===== config.mk =====
export PLATFORM = sky130hd
export DESIGN_NAME = frame_streamer
export DESIGN_NICKNAME = d
export VERILOG_FILES = /design/src/rtl/frame_streamer.sv
export SDC_FILE = /design/constraint.sdc
export NUM_CORES = 1
export LEC_CHECK = 0
export ABC_AREA = 1
export ABC_CLOCK_PERIOD_IN_PS = 1800
export CORE_MARGIN = 8
export CORE_UTILIZATION = 49
export DETAILED_ROUTE_END_ITERATION = 8
export PLACE_DENSITY = 0.84
export SKIP_CTS_REPAIR_TIMING = 1
export SLEW_MARGIN = 15
export SYNTH_ARGS = -nofsm -noshare
export SYNTH_HDL_FRONTEND = slang
export SYNTH_SLANG_ARGS = --single-unit

===== constraint.sdc =====
create_clock -name clk -period 1.8 [get_ports clk]
set_input_delay 0.18 -clock clk [delete_from_list [all_inputs] [get_ports clk]]
set_output_delay 0.18 -clock clk [all_outputs]
set_load 0.02 [all_outputs]

===== src/rtl/frame_streamer.sv =====
// rtl/frame_streamer.sv - raster-order frame reader with hblank, hold and 2-stage read pipeline
// Optional zero-border mode: define FRAME_STREAMER_PAD_EN.
module frame_streamer #(
  parameter int PIXEL_WIDTH  = 8,
  parameter int IMAGE_WIDTH  = 8,
  parameter int IMAGE_HEIGHT = 8,
  parameter int HBLANK       = 2,
  parameter int ADDR_WIDTH   = $clog2(IMAGE_WIDTH*IMAGE_HEIGHT)
) (
  input  logic                   clk,
  input  logic                   rst,
  input  logic                   start,
  input  logic                   hold,
  output logic                   mem_rd,
  output logic [ADDR_WIDTH-1:0]  mem_addr,
  input  logic [PIXEL_WIDTH-1:0] mem_rdata,
  output logic [PIXEL_WIDTH-1:0] pixel_out,
  output logic                   valid_out,
  output logic                   sol,
  output logic                   eof,
  output logic                   busy,
  output logic                   done
);

`ifdef FRAME_STREAMER_PAD_EN
  localparam int COLS = IMAGE_WIDTH + 2;
  localparam int ROWS = IMAGE_HEIGHT + 2;
`else
  localparam int COLS = IMAGE_WIDTH;
  localparam int ROWS = IMAGE_HEIGHT;
`endif
  localparam int XW = $clog2(COLS);
  localparam int YW = $clog2(ROWS);
  localparam int BW = (HBLANK > 1) ? $clog2(HBLANK) : 1;
  localparam logic [XW-1:0] X_LAST = XW'(COLS - 1);
  localparam logic [YW-1:0] Y_LAST = YW'(ROWS - 1);
  localparam logic [BW-1:0] B_LAST = BW'((HBLANK > 0) ? HBLANK - 1 : 0);

  typedef enum logic [1:0] {S_IDLE, S_READ, S_BLANK, S_DRAIN} state_t;

  state_t                 state_q;
  logic [XW-1:0]          x_q;
  logic [YW-1:0]          y_q;
  logic [BW-1:0]          blk_q;
  logic [ADDR_WIDTH-1:0]  addr_q;
  logic                   tag_vld_q, tag_sol_q, tag_eof_q;
  logic [PIXEL_WIDTH-1:0] pixel_q;
  logic                   valid_q, sol_q, eof_q, busy_q, done_q;
  logic                   issue, interior;

  assign issue = (state_q == S_READ) && !hold;
`ifdef FRAME_STREAMER_PAD_EN
  logic tag_pad_q;
  assign interior = (x_q != '0) && (x_q != X_LAST) && (y_q != '0) && (y_q != Y_LAST);
`else
  assign interior = 1'b1;
`endif

  assign mem_rd    = issue && interior;
  assign mem_addr  = addr_q;
  assign pixel_out = pixel_q;
  assign valid_out = valid_q;
  assign sol       = sol_q;
  assign eof       = eof_q;
  assign busy      = busy_q;
  assign done      = done_q;

  always_ff @(posedge clk) begin
    if (rst) begin
      state_q   <= S_IDLE;
      x_q       <= '0;
      y_q       <= '0;
      blk_q     <= '0;
      addr_q    <= '0;
      tag_vld_q <= 1'b0;
      tag_sol_q <= 1'b0;
      tag_eof_q <= 1'b0;
`ifdef FRAME_STREAMER_PAD_EN
      tag_pad_q <= 1'b0;
`endif
      pixel_q   <= '0;
      valid_q   <= 1'b0;
      sol_q     <= 1'b0;
      eof_q     <= 1'b0;
      busy_q    <= 1'b0;
      done_q    <= 1'b0;
    end else begin
      done_q    <= 1'b0;
      // Stage 1: tag follows the read into the RAM's one-cycle latency
      tag_vld_q <= issue;
      tag_sol_q <= issue && (x_q == '0);
      tag_eof_q <= issue && (x_q == X_LAST) && (y_q == Y_LAST);
      // Stage 2: output register
      valid_q   <= tag_vld_q;
      sol_q     <= tag_vld_q && tag_sol_q;
      eof_q     <= tag_vld_q && tag_eof_q;
`ifdef FRAME_STREAMER_PAD_EN
      tag_pad_q <= !interior;
      if (tag_vld_q) pixel_q <= tag_pad_q ? '0 : mem_rdata;
`else
      if (tag_vld_q) pixel_q <= mem_rdata;
`endif
      if (mem_rd) addr_q <= addr_q + ADDR_WIDTH'(1);

      case (state_q)
        S_IDLE: begin
          // done_q gate: a start coinciding with the done pulse is dropped
          if (start && !done_q) begin
            state_q <= S_READ;
            busy_q  <= 1'b1;
            x_q     <= '0;
            y_q     <= '0;
            addr_q  <= '0;
          end
        end
        S_READ: begin
          if (!hold) begin
            if (x_q == X_LAST) begin
              x_q <= '0;
              if (y_q == Y_LAST) begin
                state_q <= S_DRAIN;
              end else begin
                y_q   <= y_q + YW'(1);
                blk_q <= '0;
                if (HBLANK != 0) state_q <= S_BLANK;
              end
            end else begin
              x_q <= x_q + XW'(1);
            end
          end
        end
        S_BLANK: begin
          if (!hold) begin
            if (blk_q == B_LAST) state_q <= S_READ;
            else                 blk_q   <= blk_q + BW'(1);
          end
        end
        S_DRAIN: begin
          if (!tag_vld_q) begin
            state_q <= S_IDLE;
            busy_q  <= 1'b0;
            done_q  <= 1'b1;
          end
        end
        default: state_q <= S_IDLE;
      endcase
    end
  end

endmodule


# Word level (Yosys, flattened, before mapping)
# Cells that the tools add are included.
[totals]
mem_count = 0
input_bits = 12
ff_bits = 31
word_cells = 80
rom_bits = 0
latch_bits = 0
out_inout_bits = 20
mem_bits_rw = 0
[classes]
n_eq_ne = 12
n_shift = 0
n_mul = 0
n_lt_le_gt_ge = 0
n_bitwise = 1
n_reduce_logical = 20
div = 0
n_mux = 29
n_addsub = 4
[op_table]
columns = ["operator", "n"]
rows = [
  ["$mux W3", 6],
  ["$mux W6", 3],
  ["$mux W2", 6],
  ["$ne A2 B2 Y1 const B", 6],
  ["$pmux W3 S2", 2],
  ["$reduce_and A5 Y1", 2],
  ["$mux W1", 9],
  ["$pmux W2 S4", 1],
  ["$logic_and A1 B1 Y1", 7],
  ["$add A3 B1 Y3 const B", 2],
  ["$add A6 B1 Y6 const B", 1],
  ["$eq A3 B3 Y1 const B", 2],
  ["$reduce_and A3 Y1", 2],
  ["$reduce_and A6 Y1", 1],
  ["$reduce_bool A2 Y1", 3],
  ["$eq A2 B2 Y1 const B", 2],
  ["$pmux W1 S2", 2],
  ["$logic_not A3 Y1", 1],
  ["$eq A2 B1 Y1 const B", 1],
  ["$logic_not A1 Y1", 2],
  ["$logic_not A2 Y1", 1],
  ["$ne A2 B1 Y1 const B", 1],
  ["$reduce_or A2 Y1", 1],
  ["$add A1 B1 Y1 const B", 1],
  ["$not A1 Y1", 1],
]

# Logic depth before layout (Yosys ltp)
# Gate-level depths: netlist of the first run.
[depth]
depth_word = 5
depth_mapped = 10
mapped_depth_nobuf = 10

# Worst setup path before layout of the first run
# Ideal clock, no wire load.
[synth_path]
path_type = "register -> register"
from = "register y_q[0]"
to = "register y_q[0]"
path_buffers = 0
slack_ns = 0.512
t_arrival_ns = 1.173
t_required_ns = 1.685
setup_time_ns = 0.115
period_less_slack_ns = 1.288
path_stages_with_launch = 9
cell_sequence = "dfxtp_1 > ha_1 > ha_1 > a21oi_1 > inv_1 > nor2_1 > nand3_1 > nand2_1 > nor2_1"
[synth_between]
elab_chain_len = 5
word_cells_on_any_way = 8
classes_between = "add/sub (1); eq/ne (2); mux (4); reduce/logical (1)"
[synth_rtl]
columns = ["item", "line_no", "source"]
rows = [
  ["from (decl)", "43", "logic [YW-1:0] y_q;"],
  ["from (signal assigned)", "123", "y_q <= y_q + YW'(1);"],
  ["$add A3 B1 Y3", "123", ""],
  ["$mux W3", "120", "if (y_q == Y_LAST) begin"],
  ["$mux W3", "118", "if (x_q == X_LAST) begin"],
  ["$mux W3", "117", "if (!hold) begin"],
  ["$pmux W3 S2", "105", "case (state_q)"],
]
# Several ways; a longest one is shown, not always the timed one. The select of a mux whose other input is x is not followed.
# A chain may end at the register's enable or synchronous reset.

# Worst setup path after layout of the first run
[layout_path]
from = "register addr_q[4] (netlist: mem_addr[4])"
to = "output mem_addr[4]"
[layout_rtl]
columns = ["item", "line_no", "source"]
rows = [
  ["from (decl)", "45", "logic [ADDR_WIDTH-1:0] addr_q;"],
  ["from (signal assigned)", "103", "if (mem_rd) addr_q <= addr_q + ADDR_WIDTH'(1);"],
  ["to (decl)", "15", "output logic [ADDR_WIDTH-1:0] mem_addr,"],
]
# No word-level cell between the ends.

==> results.md, run 1 <==
* DR vias/cell at 4.94
* Cell leakage power at 0.845 nW
* Worst Setup End Kind: output port
* Min-delay src: mem_rdata[7]
* Total power at ~2.4 mW
* GR Overflow Total at 0
* Dpl hpwl at 2.35 mm
* Initial Utilization at 0.520
* First-pass GRT wire length at 5.60 mm
* Hold Path Class: in2reg
* Die width at 70.1 um
* Netlist cell types at 27
* Final Net Count at 248
* IO Pins at 32
* Number of diodes at 0
* Reg2Reg Setup Slack at between 0.3 and 0.4 ns
* CP delay by family, top: buffers and inverters
* CTS tree: yes
* Syn Nets at 208
* Main synth FF type: dfxtp_1
* WHS at 0.418 ns
* Most common cell after layout, fill and taps aside: nor2_1
* Post-synth EDFFs at 0
* # port buffers at 31
* Clock root buffer: clkbuf_4
* Clock slew at reported path FFs at ~0.10 ns
* Core area at 0.00276 sq mm
* Clk sink count at 31
* Setup TNS at 0 ns
* Fmax at 0.630 GHz
* Drt drc at 0
* Iteration-0 DRC count of the detailed router at 84
* Syn Inst Count at 190
* Synth Register Bits at 31
* Worst clock skew at 0.0111 ns
* GP Congestion at between 0.8 and 0.9
* Post-synthesis adder-cell area fraction at 0.0524
* Area occupied by multi-input gates at 682 sq um
* Largest family of logic cells by synthesized area: simple AND/OR/NAND/NOR gates
* Cell chain of the critical path: clkdlybuf4s50_1
* Critical Path AT at 1.41 ns
* FF-to-FF Start: y_q[0]
* Share of cells above drive strength 1 at 0.126
* Seq/Total Area, Yosys at 0.433
* Post-synthesis cell area at 0.00143 sq mm
* Initial antenna violation count at 0
* Post-synthesis mux area share at 0
* CP max FO at 5
* Worst setup path start: mem_addr[4]
* Area growth from synthesis to layout at 30.7%
* Vias in the first global route at 1292
* Worst-case clock buffer depth at 2
* Most frequent cells in the layout: nor2_1 (36), nand2_1 (32), dfxtp_1 (31)
* Pre-antenna DRT Iters at 4
* Slowest cell on the critical path: clkdlybuf4s50_1
* Max-slew violation count at 0
* Register area at 621 sq um
* # fillers at 229
* CP Data Required Time at about 1.6 ns
* Largest net degree at the start of global routing at 11
* Slew HR at 0.817
* Startpoint types: register
* Slew @ Worst Pin at around 0.27 ns
* DIE HEIGHT at around 70 um
* Worst IR Drop VDD at 1.03 mV
* Site Rows at 19
* Post-route minimum period at roughly 1.6 ns
* Synth Area per Inst at 7.54 sq um
* RSZ-0062 raised after global routing: no
* Fin. Hold Viols at 0
* Final ANT Viol Nets at 0
* TritonCTS Buffers at 5
* WL per Instance at 12.1 um
* Synth Area in XOR/XNOR at 0.0122
* Final setup fails at 0
* Htree depth at 2
* Post-synthesis simple-gate area fraction at 0.331
* Async set or reset register ratio after synthesis at 0
* Critical path's largest stage delay at 0.64 ns
* Critical path buffers and inverters at 1
* Ys Warns at 0
* Vias at 1293
* Final worst path period share at 0.881
* Clk Latency, worst-skew pair at roughly 0.34 ns
* GRT Total Usage at 0.137
* Drt total wl at 3.18 mm
* Die ar. at 0.00491 sq mm
* Outcome: complete, no violations
* Pwr/cell area at 1260 mW/mm^2
* Max cap viols at 0
* Critical path class: reg2out
* Synth Area in Compound Gates at 0.0803
## final timing paths
| kind | end | cells past startpoint |
|---|---|---|
| min | pixel_out[7] | 3 |
| max reg2reg | y_q[1] | 7 |
| max | mem_addr[4] | 1 |
| min reg2reg | sol | 2 |
## per-stage QoR
stage	cell area (sq um)	setup WS, ns	util	instances
6_report	1870	0.213	0.679	262
2_1_floorplan	1430	0.512	-	190
4_1_cts	1870	0.0143	0.678	262
5_1_grt	1870	0.166	0.679	262
3_3_place_gp	1800	0.231	0.652	254
3_5_place_dp	1800	0.223	0.652	254
## power by group
| group | switching (mW) | total [mW] | internal [mW] |
|---|---|---|---|
| Sequential | 0.0683 | 0.865 | 0.796 |
| Clock | 0.256 | 0.484 | 0.228 |
| Combinational | 0.628 | 1.02 | 0.387 |
## cell usage after synthesis, types with 2 or more instances
| cell | n | area share |
|---|---|---|
| nor2_4 | 2 | 0.016 |
| nor2_1 | 36 | 0.094 |
| nand3_1 | 14 | 0.049 |
| inv_1 | 18 | 0.047 |
| a21oi_1 | 12 | 0.042 |
| buf_2 | 2 | 0.0070 |
| xnor2_1 | 2 | 0.012 |
| or2_0 | 2 | 0.0087 |
| inv_2 | 2 | 0.0052 |
| buf_6 | 2 | 0.016 |
| nor2_2 | 3 | 0.013 |
| nand2_2 | 2 | 0.0087 |
| nand2_1 | 32 | 0.084 |
| nand4_1 | 2 | 0.0087 |
| o21ai_0 | 10 | 0.035 |
| dfxtp_1 | 31 | 0.43 |
| ha_1 | 6 | 0.052 |
| nor3_1 | 3 | 0.010 |
## state kept, by name, indices dropped and copies added (netlist names), 2 cells and up
register	cells
mem_addr	6
x_q	3
pixel_out	8
state_q	2
y_q	3
## metal layers
metal / up-vias / part of all wire / wire length (um) / GRT usage
met5: - / 0 / 0 / 0
met2: 38 / 0.45 / 1440 / 0.219
met3: 9 / 0.10 / 323 / 0.0819
met1: 567 / 0.43 / 1360 / 0.140
li1: 679 / - / - / -
met4: 0 / 0.019 / 59 / 0.0603
## logic make-up (layout without fill, tap and decap cells)
logic type,count (synthesis),in the layout
compound gates,23,23
xor+xnor,2,2
fa+ha+maj,6,6
buf+inv,28,69
flops,31,31
simple gates,100,100
## final cells by class
class | count | share of cell area
Clock buffer | 7 | 0.0347
Clock inverter | 1 | 0.00401
Inverter | 23 | 0.0501
Multi-Input combinational cell | 131 | 0.364
Sequential cell | 31 | 0.331
Tap cell | 31 | 0.0207
Timing Repair Buffer | 38 | 0.195
Power figures use the tool's default switching activity.
==> run 2, diff against run 1 <==
--- a/config.mk
+++ b/config.mk
@@ -8,11 +8,13 @@
 export ABC_AREA = 1
 export ABC_CLOCK_PERIOD_IN_PS = 1800
 export CORE_MARGIN = 8
-export CORE_UTILIZATION = 49
+export CORE_UTILIZATION = 35
+export CTS_BUF_LIST = sky130_fd_sc_hd__clkbuf_8
 export DETAILED_ROUTE_END_ITERATION = 8
-export PLACE_DENSITY = 0.84
+export PLACE_DENSITY = 0.65
 export SKIP_CTS_REPAIR_TIMING = 1
 export SLEW_MARGIN = 15
 export SYNTH_ARGS = -nofsm -noshare
 export SYNTH_HDL_FRONTEND = slang
 export SYNTH_SLANG_ARGS = --single-unit
+export TNS_END_PERCENT = 1
==> results.md, run 2 (synthesized netlist as in run 1, its figures left out) <==
* Critical Path AT at 1.51 ns (+0.10 ns)
* First-pass GRT wire length at 5.35 mm (-4.3%)
* Final Net Count at 248 (unchanged)
* Core area at 0.00397 sq mm (+44%)
* Area after DPL at 0.00182 sq mm (+1.3%)
* GP Congestion at 0.838 (+0.36%)
* Critical path class: reg2out
* R2R cell count at 8 (+1)
* Final ANT Viol Nets at 0 (unchanged)
* Area growth from synthesis to layout at 34.4%
* Startpoint types: register
* GR Overflow Total at 0 (unchanged)
* Clock slew at reported path FFs at 0.06 ns (-0.04 ns)
* Max reg flops at 8 (unchanged)
* CP Data Required Time at 1.62 ns (about the same)
* DIE HEIGHT at 80.0 um (+14%)
* Reg2Reg Setup Slack at 0.35 ns (about the same)
* CTS tree: yes
* Outcome: complete, no violations
* Worst clock skew at 0.00490 ns (-0.00620 ns)
* Hold Path Class: reg2reg
* Htree depth at 2 (unchanged)
* Vias at 1264 (-2.2%)
* Clk sink count at 31 (unchanged)
* Register area at 621 sq um (unchanged)
* Sink of the worst hold path: sol
* Largest net degree at the start of global routing at 11 (unchanged)
* Most common cell after layout, fill and taps aside: nor2_1
* Hold path cells at 2 (-1)
* PnR worst setup slack at 0.106 ns (-0.107 ns)
* Pwr/cell area at 1290 mW/mm^2 (+2.3%)
* DR vias/cell at 4.50 (-8.9%)
* Slew @ Worst Pin at 0.274 ns (+0.000412 ns)
* Vias in the first global route at 1227 (-5.0%)
* Dpl hpwl at 2.42 mm (+3.1%)
* Drt drc at 0 (unchanged)
* Setup TNS at 0 ns (unchanged)
* Critical path's largest stage delay at 0.61 ns (-0.03 ns)
* Cell chain of the critical path: inv_4 > nand2_2 > nor2_4 > clkdlybuf4s50_1
* Final setup fails at 0 (unchanged)
* Fin. Hold Viols at 0 (unchanged)
* Worst IR Drop VDD at 0.576 mV (-44%)
* Pre-antenna DRT Iters at 4 (unchanged)
* Max-slew violation count at 0 (unchanged)
* Initial Utilization at 0.361 (-0.159)
* Most frequent cells in the layout: nor2_1 (36), nand2_1 (32), dfxtp_1 (31), clkdlybuf4s50_1 (31), inv_1 (18)
* Fin util at 0.485 (-0.194)
* WL per Instance at 11.4 um (-5.9%)
* Area occupied by multi-input gates at 682 sq um (unchanged)
* WHS at 0.426 ns (+0.00802 ns)
* Die ar. at 0.00640 sq mm (+30%)
* Number of diodes at 0 (unchanged)
* # fillers at 407 (+78%)
* RSZ-0062 raised after global routing: no
* Max cap viols at 0 (unchanged)
* Iteration-0 DRC count of the detailed router at 65 (-23%)
* Fmax at 0.590 GHz (-6.3%)
* IO Pins at 32 (unchanged)
* Slew HR at 0.817 (about the same)
* Clk Latency, worst-skew pair at 0.28 ns (-0.06 ns)
* Cell leakage power at 0.841 nW (-0.46%)
* Slowest cell on the critical path: clkdlybuf4s50_1
* Final instance area at 0.00193 sq mm (+2.8%)
* Clock root buffer: clkbuf_8
* # port buffers at 31 (unchanged)
* FF-to-FF Start: y_q[0]
* Die width at 80.0 um (+14%)
* Site Rows at 23 (+4)
* Dpl ws at 0.214 ns (-0.00877 ns)
* Post-route minimum period at 1.69 ns (+0.107 ns)
* Share of cells above drive strength 1 at 0.126 (unchanged)
* Drt total wl at 3.21 mm (+0.94%)
* Initial antenna violation count at 0 (unchanged)
* CP max FO at 6 (+1)
* Reg-to-Reg End: y_q[0]
* TritonCTS Buffers at 5 (unchanged)
* GRT Total Usage at 0.104 (-0.0323)
* Worst-case clock buffer depth at 2 (unchanged)
* Min-delay src: tag_sol_q
* Final worst path period share at 0.941 (+0.0594)
* Worst Setup End Kind: output port
[run 2: cell types whose count changed in the layout (fill, tap and decap cells not counted)]
cell / previous run / this run
clkbuf_4: 5 / 0
clkbuf_8: 2 / 7
clkdlybuf4s50_1: 30 / 31
dlymetal6s2s_1: 1 / 0
[run 2: worst max path at each step]
stage	from	endpoint	slack, ns	cells after the start
4_1_cts	state_q[1]	mem_rd	0.08	4
6_report	state_q[1]	mem_rd	0.11	4
2_1_floorplan	y_q[0]	y_q[0]	0.51	8
5_1_grt	state_q[1]	mem_rd	0.05	4
3_3_place_gp	hold	mem_rd	0.23	3
3_5_place_dp	hold	mem_rd	0.21	3
[run 2: final cells by class]
type                            count  area share
Clock buffer                        7      0.0500
Clock inverter                      1     0.00390
Inverter                           23      0.0487
Multi-Input combinational cell    131       0.354
Sequential cell                    31       0.322
Tap cell                           50      0.0325
Timing Repair Buffer               38       0.188
[run 2: per-stage QoR]
step           instances  total power [mW]
4_1_cts              281              2.51
3_3_place_gp         273              1.88
6_report             281              2.48
2_1_floorplan        190              1.64
5_1_grt              281              2.68
3_5_place_dp         273              1.90
[run 2: routing by layer]
layer  track usage  vias up  part of all wire
met1         0.122      552              0.47
met5             0        -                 0
met4        0.0436        0             0.018
li1              -      681                 -
met3        0.0529        6             0.073
met2         0.158       25              0.44
[run 2: critical path: cells and delay by family, from the launching register on]
family	cells	cell delay, ns
buffers and inverters	2	0.71
DFF	1	0.33
and+or+nand+nor	2	0.20
[run 2: power by group]
group	internal (mW)	switching, mW	leakage, nW
clock network	0.347	0.258	0.0505
logic	0.388	0.626	0.539
registers	0.798	0.0678	0.252
total	1.53	0.952	0.841
==> run 3, diff against run 2 <==
--- a/config.mk
+++ b/config.mk
@@ -6,13 +6,15 @@
 export NUM_CORES = 1
 export LEC_CHECK = 0
 export ABC_AREA = 1
-export ABC_CLOCK_PERIOD_IN_PS = 1800
+export ABC_CLOCK_PERIOD_IN_PS = 1600
 export CORE_MARGIN = 8
 export CORE_UTILIZATION = 35
 export CTS_BUF_LIST = sky130_fd_sc_hd__clkbuf_8
+export CTS_CLUSTER_DIAMETER = 200
 export DETAILED_ROUTE_END_ITERATION = 8
 export PLACE_DENSITY = 0.65
 export SKIP_CTS_REPAIR_TIMING = 1
+export SKIP_LAST_GASP = 1
 export SLEW_MARGIN = 15
 export SYNTH_ARGS = -nofsm -noshare
 export SYNTH_HDL_FRONTEND = slang
==> constraint.sdc (replaced) <==
create_clock -name clk -period 1.6 [get_ports clk]
set_input_delay 0.16 -clock clk [delete_from_list [all_inputs] [get_ports clk]]
set_output_delay 0.16 -clock clk [all_outputs]
set_load 0.02 [all_outputs]
==> results.md, run 3 (synthesized netlist as in run 1, its figures left out) <==
* Worst setup path start: mem_addr[4]
* Sequential share of power at 0.365 (+0.017)
* Fmax at approximately 0.67 GHz
* Reg-to-Reg End: y_q[2]
* Slew @ Worst Pin at 0.244 ns (-0.0308 ns)
* NetSw at 1.03 mW (+8.5%)
* Clk Latency, worst-skew pair at 0.28 ns (about the same)
* Critical path buffers and inverters at 1 (-1)
* Min-delay src: tag_sol_q
* DIE HEIGHT at 80.0 um (unchanged)
* TritonCTS Buffers at 5 (unchanged)
* Cell chain of the critical path: clkdlybuf4s50_1
* Setup TNS at 0 ns (unchanged)
* Final Net Count at 248 (unchanged)
* Pwr/cell area at 1390 mW/mm^2 (+8.1%)
* Die ar. at 0.00640 sq mm (unchanged)
* Max-slew violation count at 0 (unchanged)
* WL per Instance at 10.9 um (-4.4%)
* Sink of the worst hold path: sol
* Switching share of total power at 0.389 (+0.00547)
* Worst IR Drop VDD at 0.616 mV (+6.9%)
* Die width at 80.0 um (unchanged)
* Max cap viols at 0 (unchanged)
* Final ANT Viol Nets at 0 (unchanged)
* Pre-antenna DRT Iters at 4 (unchanged)
* Area occupied by multi-input gates at 682 sq um (unchanged)
* GR Overflow Total at 0 (unchanged)
* Clock root buffer: clkbuf_8
* DR vias/cell at 4.51 (+0.32%)
* Register area at 621 sq um (unchanged)
* Clock slew at reported path FFs at 0.06 ns (about the same)
* Post-route minimum period at 1.49 ns
* Critical path class: reg2out
* Internal Power at 1.62 mW (+6.0%)
* Fin util at 0.480 (-0.00504)
* Placed instance count at 273 (unchanged)
* Cell leakage power at 0.858 nW (+2.0%)
* Slew HR at 0.837 (+0.0197)
* # port buffers at 31 (unchanged)
* Dpl hpwl at 2.36 mm (-2.9%)
* Slowest cell on the critical path: clkdlybuf4s50_1
* Finished Layout Cells at 281 (unchanged)
* Worst clock skew at 0.00380 ns (-0.00110 ns)
* Worst Setup End Kind: output port
* Area growth from synthesis to layout at 33.0%
* Combinational share of power at 0.424 (+0.016)
* Final setup fails at 0 (unchanged)
* Htree depth at 2 (unchanged)
* FF-to-FF Start: y_q[0]
* Startpoint types: register
* CP Data Required Time at 1.44 ns (-0.18 ns)
* Initial Utilization at 0.361 (unchanged)
* Critical path's largest stage delay at 0.64 ns (+0.03 ns)
* Hold Path Class: reg2reg
* Critical Path AT at 1.33 ns (-0.18 ns)
* Share of cells above drive strength 1 at 0.117 (-0.00866)
* Hold path cells at 2 (unchanged)
* Drt drc at 0 (unchanged)
* RSZ-0062 raised after global routing: no
* Final worst path period share at 0.928
* Vias in the first global route at 1199 (-2.3%)
* Core area at 0.00397 sq mm (unchanged)
* First-pass GRT wire length at 5.18 mm (-3.3%)
* Number of diodes at 0 (unchanged)
* CP max FO at 5 (-1)
* # fillers at 403 (-0.98%)
* Site Rows at 23 (unchanged)
* Reg2Reg Setup Slack at 0.13 ns (-0.22 ns)
* Clk pwr share at 0.210 (-0.034)
* Max reg flops at 8 (unchanged)
* Most common cell after layout, fill and taps aside: nor2_1
* Worst-case clock buffer depth at 2 (unchanged)
* Outcome: complete, no violations
* Final instance area at 0.00191 sq mm (-1.0%)
* GRT Total Usage at 0.102 (-0.00287)
* GP Congestion at 0.774 (-7.7%)
* Clk sink count at 31 (unchanged)
* Drt total wl at 3.07 mm (-4.4%)
* Fin. Hold Viols at 0 (unchanged)
* Iteration-0 DRC count of the detailed router at 52 (-20%)
* Vias at 1268 (+0.32%)
* CTS tree: yes
* CP delay by family, top: buffers and inverters
* Most frequent cells in the layout: nor2_1 (36), nand2_1 (32), dfxtp_1 (31)
* Largest net degree at the start of global routing at 14 (+3)
* Initial antenna violation count at 0 (unchanged)
* R2R cell count at 7 (-1)
* Area after DPL at 0.00182 sq mm (unchanged)
* IO Pins at 32 (unchanged)
* Total power at 2.66 mW (+7.0%)
-- run 3: cell count changes in the layout (fill, tap and decap cells not counted), sizes merged --
cell	previous run	this run
clkbuf	7	5
inv	22	24
clkdlybuf4s50	31	30
clkinv	1	2
clkinvlp	1	0
dlymetal6s2s	0	1
-- run 3: metal layers --
metal | wire [um] | track usage | part of all wire
met1 | 1430 | 0.119 | 0.47
met2 | 1330 | 0.151 | 0.43
met3 | 255 | 0.0529 | 0.083
met4 | 51 | 0.0436 | 0.017
met5 | 0 | 0 | 0
-- run 3: power groups by stage --
stage                     clock (mW)  sequential, mW  combinational [mW]
after floorplan                    0            1.02               0.819
after global placement             0           0.986                1.13
after detailed placement           0           0.989                1.14
after CTS                      0.579           0.973                1.15
after global routing           0.623           0.987                1.28
final                          0.559           0.971                1.13
-- run 3: metrics by stage --
stage,setup slack (ns),hold slack [ns]
floorplan,0.312,0.295
global placement,0.0618,0.416
detailed placement,0.0515,0.412
CTS,-0.105,0.434
global route,0.0360,0.450
finish,0.115,0.431
-- run 3: cell type report --
| type | count | share of cell area |
|---|---|---|
| Multi-Input combinational cell | 131 | 0.358 |
| Sequential cell | 31 | 0.326 |
| Timing Repair Buffer | 38 | 0.192 |
| Inverter | 23 | 0.0492 |
| Clock buffer | 5 | 0.0361 |
| Tap cell | 50 | 0.0328 |
| Clock inverter | 3 | 0.00657 |
-- run 3: worst max-delay path by stage --
stage / slack (ns) / endpoint / depth (start not counted)
after floorplan: 0.31 / y_q[0] / 8
after global placement: 0.06 / mem_rd / 3
after detailed placement: 0.05 / mem_rd / 3
after CTS: -0.10 / mem_rd / 4
after global routing: 0.04 / mem_addr[4] / 1
final: 0.11 / mem_addr[4] / 1
